### src/rtl/demux1to16_deser_if.sv
// demux1to16_deser_if: serial-in / parallel-out handshake bundle for the deserializer
interface demux1to16_deser_if #(
  parameter int N  = 16,
  parameter int SW = 4
);
  logic          din;
  logic          din_valid;
  logic          frame_start;
  logic          din_ready;
  logic [SW-1:0] sel;
  logic [N-1:0]  out;
  logic          out_valid;
  logic          out_ready;
  logic          frame_err;
  modport master (
    output din, din_valid, frame_start, out_ready,
    input  din_ready, sel, out, out_valid, frame_err
  );
  modport slave (
    input  din, din_valid, frame_start, out_ready,
    output din_ready, sel, out, out_valid, frame_err
  );
endinterface

### src/rtl/demux1to16_deser.sv
// demux1to16_deser: routes each accepted serial bit to lane sel and presents
// completed N-bit words on a valid/ready output
module demux1to16_deser #(
  parameter int N  = 16,
  parameter int SW = 4
) (
  input logic               clk,
  input logic               rst_n,
  demux1to16_deser_if.slave bus
);
  typedef enum logic [1:0] {IDLE, COLLECT, HOLD} state_t;
  state_t        r_state;
  logic [SW-1:0] r_sel;
  logic [N-2:0]  r_buf;
  logic [N-1:0]  r_out;
  logic          r_out_valid;
  logic          r_frame_err;
  logic          w_ready;
  logic          w_acc;
  assign w_ready         = ~r_out_valid | bus.out_ready;
  assign w_acc           = bus.din_valid & w_ready;
  assign bus.din_ready   = w_ready;
  assign bus.sel         = r_sel;
  assign bus.out         = r_out;
  assign bus.out_valid   = r_out_valid;
  assign bus.frame_err   = r_frame_err;
  // the top lane never lands in r_buf: it goes straight into r_out on completion
  always_ff @(posedge clk) begin
    if (!rst_n) begin
      r_state     <= IDLE;
      r_sel       <= '0;
      r_buf       <= '0;
      r_out       <= '0;
      r_out_valid <= 1'b0;
      r_frame_err <= 1'b0;
    end else begin
      case (r_state)
        IDLE: if (w_acc & bus.frame_start) begin
          r_buf[0] <= bus.din;
          r_sel    <= SW'(1);
          r_state  <= COLLECT;
        end
        COLLECT: if (w_acc) begin
          if (bus.frame_start) begin
            r_frame_err <= 1'b1;
            r_buf[0]    <= bus.din;
            r_sel       <= SW'(1);
          end else if (r_sel == SW'(N-1)) begin
            r_out       <= {bus.din, r_buf};
            r_out_valid <= 1'b1;
            r_sel       <= '0;
            r_state     <= HOLD;
          end else begin
            r_buf[r_sel] <= bus.din;
            r_sel        <= r_sel + SW'(1);
          end
        end
        HOLD: if (bus.out_ready) begin
          r_out_valid <= 1'b0;
          if (w_acc & bus.frame_start) begin
            r_buf[0] <= bus.din;
            r_sel    <= SW'(1);
            r_state  <= COLLECT;
          end else begin
            r_state <= IDLE;
          end
        end
        default: r_state <= IDLE;
      endcase
    end
  end
endmodule

### src/flat_wrapper.sv
// flat-port wrapper written by rule: the top's interface ports become plain ports
module demux1to16_deser_flat 
#(
  parameter int N  = 16,
  parameter int SW = 4
)
  (clk, rst_n, bus_din, bus_din_valid, bus_frame_start, bus_out_ready, bus_din_ready, bus_sel, bus_out, bus_out_valid, bus_frame_err);
  demux1to16_deser_if #(.N(N), .SW(SW)) bus_i ();
  input logic clk;
  input logic rst_n;
  input wire logic [$bits(bus_i.din)-1:0] bus_din;
  input wire logic [$bits(bus_i.din_valid)-1:0] bus_din_valid;
  input wire logic [$bits(bus_i.frame_start)-1:0] bus_frame_start;
  input wire logic [$bits(bus_i.out_ready)-1:0] bus_out_ready;
  output wire logic [$bits(bus_i.din_ready)-1:0] bus_din_ready;
  output wire logic [$bits(bus_i.sel)-1:0] bus_sel;
  output wire logic [$bits(bus_i.out)-1:0] bus_out;
  output wire logic [$bits(bus_i.out_valid)-1:0] bus_out_valid;
  output wire logic [$bits(bus_i.frame_err)-1:0] bus_frame_err;
  assign bus_i.din = bus_din;
  assign bus_i.din_valid = bus_din_valid;
  assign bus_i.frame_start = bus_frame_start;
  assign bus_i.out_ready = bus_out_ready;
  assign bus_din_ready = bus_i.din_ready;
  assign bus_sel = bus_i.sel;
  assign bus_out = bus_i.out;
  assign bus_out_valid = bus_i.out_valid;
  assign bus_frame_err = bus_i.frame_err;
  demux1to16_deser #(.N(N), .SW(SW)) u_core (.clk(clk), .rst_n(rst_n), .bus(bus_i));
endmodule
### config.mk
export PLATFORM = sky130hd
export DESIGN_NAME = demux1to16_deser_flat
export DESIGN_NICKNAME = d
export VERILOG_FILES = /design/src/rtl/demux1to16_deser_if.sv /design/src/rtl/demux1to16_deser.sv /design/src/flat_wrapper.sv
export SDC_FILE = /design/constraint.sdc
export NUM_CORES = 1
export LEC_CHECK = 0
export BUFFER_PORTS_ARGS = -buffer_cell sky130_fd_sc_hd__clkbuf_2
export CAP_MARGIN = 20
export CELL_PAD_IN_SITES_DETAIL_PLACEMENT = 1
export CELL_PAD_IN_SITES_GLOBAL_PLACEMENT = 2
export CORE_AREA = 2 2 72 74
export CTS_BUF_LIST = sky130_fd_sc_hd__clkbuf_4
export DETAILED_ROUTE_END_ITERATION = 10
export DIE_AREA = 0 0 74 76
export HOLD_SLACK_MARGIN = 0.15
export PLACE_DENSITY = 0.88
export SYNTH_ARGS = -nofsm -noshare
export SYNTH_HDL_FRONTEND = slang
export SYNTH_SLANG_ARGS = --single-unit
### constraint.sdc
create_clock -name clk -period 2.39 [get_ports clk]
set_clock_uncertainty 0.05 [all_clocks]
set_input_delay 0.3585 -clock clk [delete_from_list [all_inputs] [get_ports clk]]
set_output_delay 0.3585 -clock clk [all_outputs]
set_load 0.05 [all_outputs]
---- After elaboration in Yosys (flattened, before gate mapping) ----
Index checks and enable logic that the tools add are counted.
storage, ports and cells
  flip-flop bits (word level) ............. 39
  input port bits ......................... 6
cells by class
  $add $sub $neg .......................... 1
  $lt $le $gt $ge ......................... 2
  equal/unequal tests ..................... 9
  mux-type cells .......................... 27
  bitwise logic cells ..................... 6
  reductions and logical operators ........ 11
operators with widths
  operator             count
  $mux 4               5
  $bwmux 15            1
  $pmux 4 s3           1
  $reduce_and 4->1     3
  $mux 1               11
  $mux 2               5
  $reduce_and 5->1     2
  $ne 2x1->1 const B   3
  $pmux 2 s3           1
  $reduce_and 3->1     2
  $lt 4x5->1 const B   1
  $add 4x1->4 const B  1
  $demux 1 s4          1
  $eq 4x4->1 const B   1
  $ge 4x1->1 const B   1
  $ne 2x2->1 const B   2
  $ne 3x3->1 const B   1
  $not 1->1            3
  $pmux 1 s3           1
  $reduce_bool 3->1    1
  $and 1x1->1          2
  $eq 2x1->1 const B   1
  $eq 2x2->1 const B   1
  $logic_not 2->1      1
  other kinds (4)      4

---- Depth between registers and ports, before layout ----
Gate-level depths: netlist (run 1).
  word-level depth ........................ 9
  mapped depth ............................ 7
  mapped depth without buffers ............ 5

---- Worst setup path after synthesis (run 1) ----
No wires, ideal clock.
  path type ............................... register -> register
  start point ............................. reg u_core.r_sel[3], in the netlist u_core.bus.sel[3]
  end point ............................... reg u_core.r_out[15], in the netlist u_core.bus.out[15]
  setup time .............................. 0.072 ns
  data arrival time ....................... 1.756 ns
  required time ........................... 2.268 ns
  path slack .............................. 0.513 ns
  cell stages (with the launch flop) ...... 7
  path buffers ............................ 3
  period minus slack after synthesis ...... 1.877 ns
  path through ............................ dfxtp_1 > clkbuf_1 > nand2_1 > nor3_2 > buf_6 > buf_12 > mux2i_1
on the way
  cells in the longest elaborated chain, start to end .. 2
ends and longest elaborated chain
  what                        RTL line                source
  from (decl)                 demux1to16_deser.sv:13  logic [SW-1:0] r_sel;
  from (signal assigned)      demux1to16_deser.sv:55  r_sel <= r_sel + SW'(1);
  $eq 4x4->1                  demux1to16_deser.sv:48  end else if (r_sel == SW'(N-1)) begin
  $reduce_and 4->1 (no line)  n/a
  to (signal assigned)        demux1to16_deser.sv:49  r_out <= {bus.din, r_buf};
  to (decl)                   demux1to16_deser.sv:15  logic [N-1:0] r_out;
Every way passes these cells.
A chain may end at the register's enable or synchronous reset.

---- Worst setup path after layout (run 1) ----
  start point ............................. reg u_core.r_state[0]
  end point ............................... reg u_core.r_buf[4]
on the way
  cells in the longest elaborated chain, start to end .. 2
ends and longest elaborated chain
  what                             RTL line                source
  from (decl)                      demux1to16_deser.sv:12  state_t r_state;
  from (signal assigned)           demux1to16_deser.sv:30  r_state <= IDLE;
  from (signal assigned)           demux1to16_deser.sv:41  r_state <= COLLECT;
  from (signal assigned)           demux1to16_deser.sv:52  r_state <= HOLD;
  $eq 2x1->1                       demux1to16_deser.sv:37  case (r_state)
  $reduce_and 4->1 (no line)       n/a
  to (signal, indexed assignment)  demux1to16_deser.sv:54  r_buf[r_sel] <= bus.din;
  to (decl)                        demux1to16_deser.sv:14  logic [N-2:0] r_buf;
Every way passes these cells.

==> impl_results.md, run 1 <==
* Syn_nets at 210
* Core area at 4910 sq um
* Synth async-reset ratio at 0%
* CP required at 2.62 ns
* Lkg Pwr at 0.723 nW
* Commonest cells post-synth: dfxtp_1, nand2_1, mux2i_1, a21oi_1, nand4_1
* CTS sink count at 39
* Initial core utilization at 36.3%
* Cells resized by post-CTS repair at 0
* Most used DFF post-synth: dfxtp_1
* CP Capture Type: flip-flop
* Yosys top cell by area: dfxtp_1
* Worst slew margin at 59.9%
* Synthesized flop and latch total at 39
* Iter 0 DRT Violations at 82
* Antenna cells at 0
* EDFF count, synth at 0
* Total die area at 5620 sq um
* Boundary pin count at 29
* PortBufs at 28
* Hold_buf cts at 0
* Max Slew Vio Count at 0
* Clk_lat worst skew at 0.35 ns
* Vias in the first global route at 1560
* Status: complete, no violations
* CP peak stage delay at 0.47 ns
* Area contributors post-synth: dfxtp_1, mux2i_1, nand2_1
* Cell Rows at 26
* RePlAce Congestion at 0.745
* Clk buf depth at 2
* Setup bufs post-CTS at 0
* ANT nets after route at 0
* Grt total ovfl at 0
* CTS root buf: clkbuf_4
* Cells along the critical path: nor3b_2 > and4_1 > nand4_1 > a21oi_1
* Highest Clock Rate at 565 MHz
* Hold WC Path Type: in -> reg
* H-tree depth at 2
* Antenna violations before repair at 0
* Gr usage total at 17.0%
* First-pass GRT wire length at 7.47 mm
* Final nets at 235
* Post-route cell area at 2030 sq um
* Final setup viols at 0
* Most common cell in the netlist: dfxtp_1
* 1st-pass router iterations at 4
* Maximum VDD drop at 247 uV
* Tcrit/Tclk final at 74.0%
* Largest net degree at the start of global routing at 24
* Max-cap viol count at 0
* Fin crit period at 1.77 ns
* CP Launch Type: flip-flop
* Clk slew on worst S/H paths at 0.12 ns
* RSZ-0062 raised after global routing: false
* Pwr dens at 582 nW/um^2
* DP Area at 1950 sq um
* Critical path type: reg -> reg
* Total negative slack at 0 ns
* Slowest cell on crit path: and4_1
* Critical Path AT at 2.00 ns
* Crit-path max FO at 11
* Die height at 76 um
* Post-synth top area share at 43.8%
* Distinct cell type count after synthesis at 34
* Final wirelength at 4.31 mm
* Worst Tran Pin Value at 0.600 ns
* Register area share after synthesis at 43.8%
* Fraction of layout cells with a size suffix above 1 at 20.8%
* Synth Instances at 200
* Final Hold Fails at 0
* Layout area overhead at 14.2%
* Post-synthesis cell area at 1780 sq um
* Via density at 5.09
* Total CTS buffers at 5
* Drc violations at 0
* Syn_area_per_cell at 8.91 sq um
* DR WL/cell at 14.6 um
* Fin util at 41.4%
* Vias at 1508
* CTS tree: built
* Hpwl dp at 3.06 mm
* Die W at 74 um
* Synthesis Warnings at 0
[stage by stage]
| stage | setup slack, ns | hold WS [ns] | instances | total power, W |
|---|---|---|---|---|
| 2_1_floorplan | 0.513 | 0.388 | 200 | 0.000724 |
| 3_3_place_gp | 0.620 | 0.394 | 288 | 0.000746 |
| 3_5_place_dp | 0.538 | 0.399 | 288 | 0.000747 |
| 4_1_cts | 0.621 | 0.265 | 296 | 0.00119 |
| 5_1_grt | 0.441 | 0.299 | 296 | 0.00122 |
| 6_report | 0.621 | 0.276 | 296 | 0.00118 |
[path summary, 6_finish.rpt]
check                           from                  to  slack [ns]  depth (start not counted)
setup / recovery   u_core.r_state[0]     u_core.r_buf[4]        0.62                          4
hold / removal         bus_din_valid   u_core.bus.sel[3]        0.28                          3
setup reg to reg   u_core.r_state[0]     u_core.r_buf[4]        0.62                          4
hold reg to reg   u_core.bus.out[11]  u_core.bus.out[11]        0.41                          2
[where the power goes]
group          switching [W]  leakage, nW  internal (W)
sequential        0.00000517        0.315      0.000654
clock               0.000230       0.0452      0.000220
combinational      0.0000531        0.363     0.0000203
[cell usage in the layout (no fill, tap or decap), types with 2 or more instances in the layout]
cell type	n
a211oi_1	2
a21oi_1	16
buf_4	3
clkbuf_2	28
clkbuf_4	5
dfxtp_1	39
ha_1	4
inv_1	7
mux2i_1	20
nand2_1	37
nand2b_1	4
nand3_1	3
nand4_1	13
nor2_1	5
nor2b_1	3
nor3_1	4
o21a_1	2
o21ai_0	2
o31ai_1	11
or2_2	3
[worst max-delay path: cells and delay by family (launching register included)]
kind            cells  cell delay [ns]
flops               1             0.46
simple gates        3             1.02
compound gates      1             0.17
[cells by family after synthesis]
group                      Yosys count  synth area share, %
and+or+nand+nor                     80                 22.9
DFF                                 39                 43.8
AOI/OAI and AO/OA                   37                 13.3
buffers and inverters               20                 5.90
muxes                               20                 11.2
adders and majority gates            4                 2.81
[per-layer routing]
metal	track usage, %	wire length [um]
met1	22.8	2120
met2	25.4	1980
met3	4.37	124
met5	0	0
met4	7.27	89
[cell type report]
cell class	count	area, sq um
fill	600	2880
multi-input combinational	141	896
sequential	39	781
timing repair buffer	31	163
tap	70	87.6
clock inverter	3	43.8
clock buffer	5	37.5
inverter	7	26.3
[state kept, by name, indices dropped and copies added, names as in the netlist]
signal	cells
u_core.r_state	2
u_core.bus.sel	4
u_core.r_buf	15
u_core.bus.frame_err	1
u_core.bus.out_valid	1
u_core.bus.out	16
Note: power is estimated with default switching activity, not from simulation.
==> inputs of run 2 (changes only) <==
Settings changed: CORE_AREA 2 2 72 74 to 2 2 75 77, DIE_AREA 0 0 74 76 to 0 0 77 79, PLACE_DENSITY 0.88 to 0.82.
Clock period 2.39 ns to 1.65 ns, I/O delays scaled along.
==> impl_results.md, run 2 (synthesis gave the netlist of run 1 again) <==
* Crit-path max FO at 15
* Final cell count without fillers at 311
* Worst R2R Setup Slack at 0.10 ns
* PortBufs at 28
* Max-cap viol count at 0
* Post-route cell area at 2150 sq um
* Total CTS buffers at 5
* First-pass GRT wire length at 7.25 mm
* 1st-pass router iterations at 4
* Hold WC Path Type: in -> reg
* Critical path type: reg -> reg
* Hold path start: bus_out_ready
* Die height at 79 um
* Cell Rows at 27
* Worst slew margin at 76.8%
* Vias at 1560
* Clk slew on worst S/H paths at 0.12 ns
* Final setup viols at 0
* Via density at 5.02
* CP Launch Type: flip-flop
* Pwr dens at 723 nW/um^2
* Lkg Pwr at 0.789 nW
* Final Hold Fails at 0
* Clk buf depth at 2
* Boundary pin count at 29
* Fillers at 664
* WHS at 0.204 ns
* Critical Path AT at 1.78 ns
* Core area at 5340 sq um
* Pre-CTS WS at 0.0274 ns
* Crit path buf inv count at 1
* Largest net degree at the start of global routing at 21
* Total negative slack at 0 ns
* Tcrit/Tclk final at 93.8%
* Top Family by Delay on Critical Path: simple AND/OR/NAND/NOR gates
* Setup bufs post-CTS at 0
* Placed Instances at 302
* Hpwl dp at 3.24 mm
* Antenna cells at 0
* Clk_lat worst skew at 0.35 ns
* Slowest cell on crit path: or3b_4
* CP required at 1.88 ns
* DR WL/cell at 14.0 um
* Setup WS post-layout at 0.103 ns
* Final wirelength at 4.36 mm
* Cells along the critical path: or3b_4 > nor3_4 > buf_12 > mux2i_1
* Layout area overhead at 20.9%
* Worst Tran Pin Value at 0.348 ns
* CTS sink count at 39
* Vias in the first global route at 1506
* Highest Clock Rate at 646 MHz
* Max Slew Vio Count at 0
* Iter 0 DRT Violations at 33
* DP Area at 2060 sq um
* CP startpoint: u_core.r_state[1]
* Gr usage total at 15.2%
* FF-to-FF Start: u_core.r_state[1]
* Commonest cells after routing, fill and taps aside: nand2_1, dfxtp_1, clkbuf_2
* CTS tree: built
* Maximum VDD drop at 225 uV
* ANT nets after route at 0
* Fin crit period at 1.55 ns
* Total die area at 6080 sq um
* Max FFs per register at 16
* CP Capture Type: flip-flop
* H-tree depth at 2
* Most common cell after layout, fill and taps aside: nand2_1
* Die W at 77 um
* Fraction of layout cells with a size suffix above 1 at 27.6%
* Initial core utilization at 33.4%
* CTS root buf: clkbuf_4
* Status: complete, no violations
* Grt total ovfl at 0
* CP peak stage delay at 0.46 ns
* Final nets at 248
* Drc violations at 0
* Antenna violations before repair at 0
* RePlAce Congestion at 0.736
==> run 2: worst min-delay path: cells and delay by family <==
| kind | cells | cell delay [ns] |
|---|---|---|
| and+or+nand+nor | 1 | 0.05 |
| buffers and inverters | 1 | 0.11 |
| AOI/OAI and AO/OA | 1 | 0.15 |
==> run 2: report_power, final <==
group          switching (W)  internal (W)
clock               0.000319      0.000156
sequential        0.00000468      0.000948
combinational      0.0000842     0.0000445
==> run 2: timing repair <==
| action | in CTS | in global routing |
|---|---|---|
| endpoints found under the hold margin | 1 | 0 |
| gates resized for setup | 0 | 6 |
| hold buffers | 1 | 0 |
| setup endpoints to repair | 0 | 31 |
==> run 2: worst paths after layout <==
kind         cells past startpoint                 end
min reg2reg                      2  u_core.bus.out[11]
max                              4  u_core.bus.out[10]
max reg2reg                      4  u_core.bus.out[10]
min                              3   u_core.r_state[1]
==> run 2: final cells by class <==
| type | instances | area [sq um] | share of cell area, % |
|---|---|---|---|
| well taps | 72 | 90.1 | 4.18 |
| multi-input cells | 141 | 921 | 42.8 |
| inverters | 7 | 26.3 | 1.22 |
| clock buffers | 5 | 37.5 | 1.74 |
| repair buffers | 44 | 275 | 12.8 |
| flip-flops and latches | 39 | 788 | 36.6 |
| clock inverters | 3 | 15.0 | 0.697 |
==> run 2: metrics by stage <==
stage / utilization, % / power [W]
after floorplan: - / 0.00105
after global placement: 38.7 / 0.00110
after detailed placement: 38.7 / 0.00110
after CTS: 39.9 / 0.00159
after global routing: 40.3 / 0.00164
final: 40.3 / 0.00156
==> run 2: routing by layer <==
layer,wire length [um],GRT usage [%],up-vias
met5,0,0,-
met4,72,6.43,0
met3,133,3.41,6
met2,1980,24.6,23
met1,2170,19.6,750
li1,-,-,781
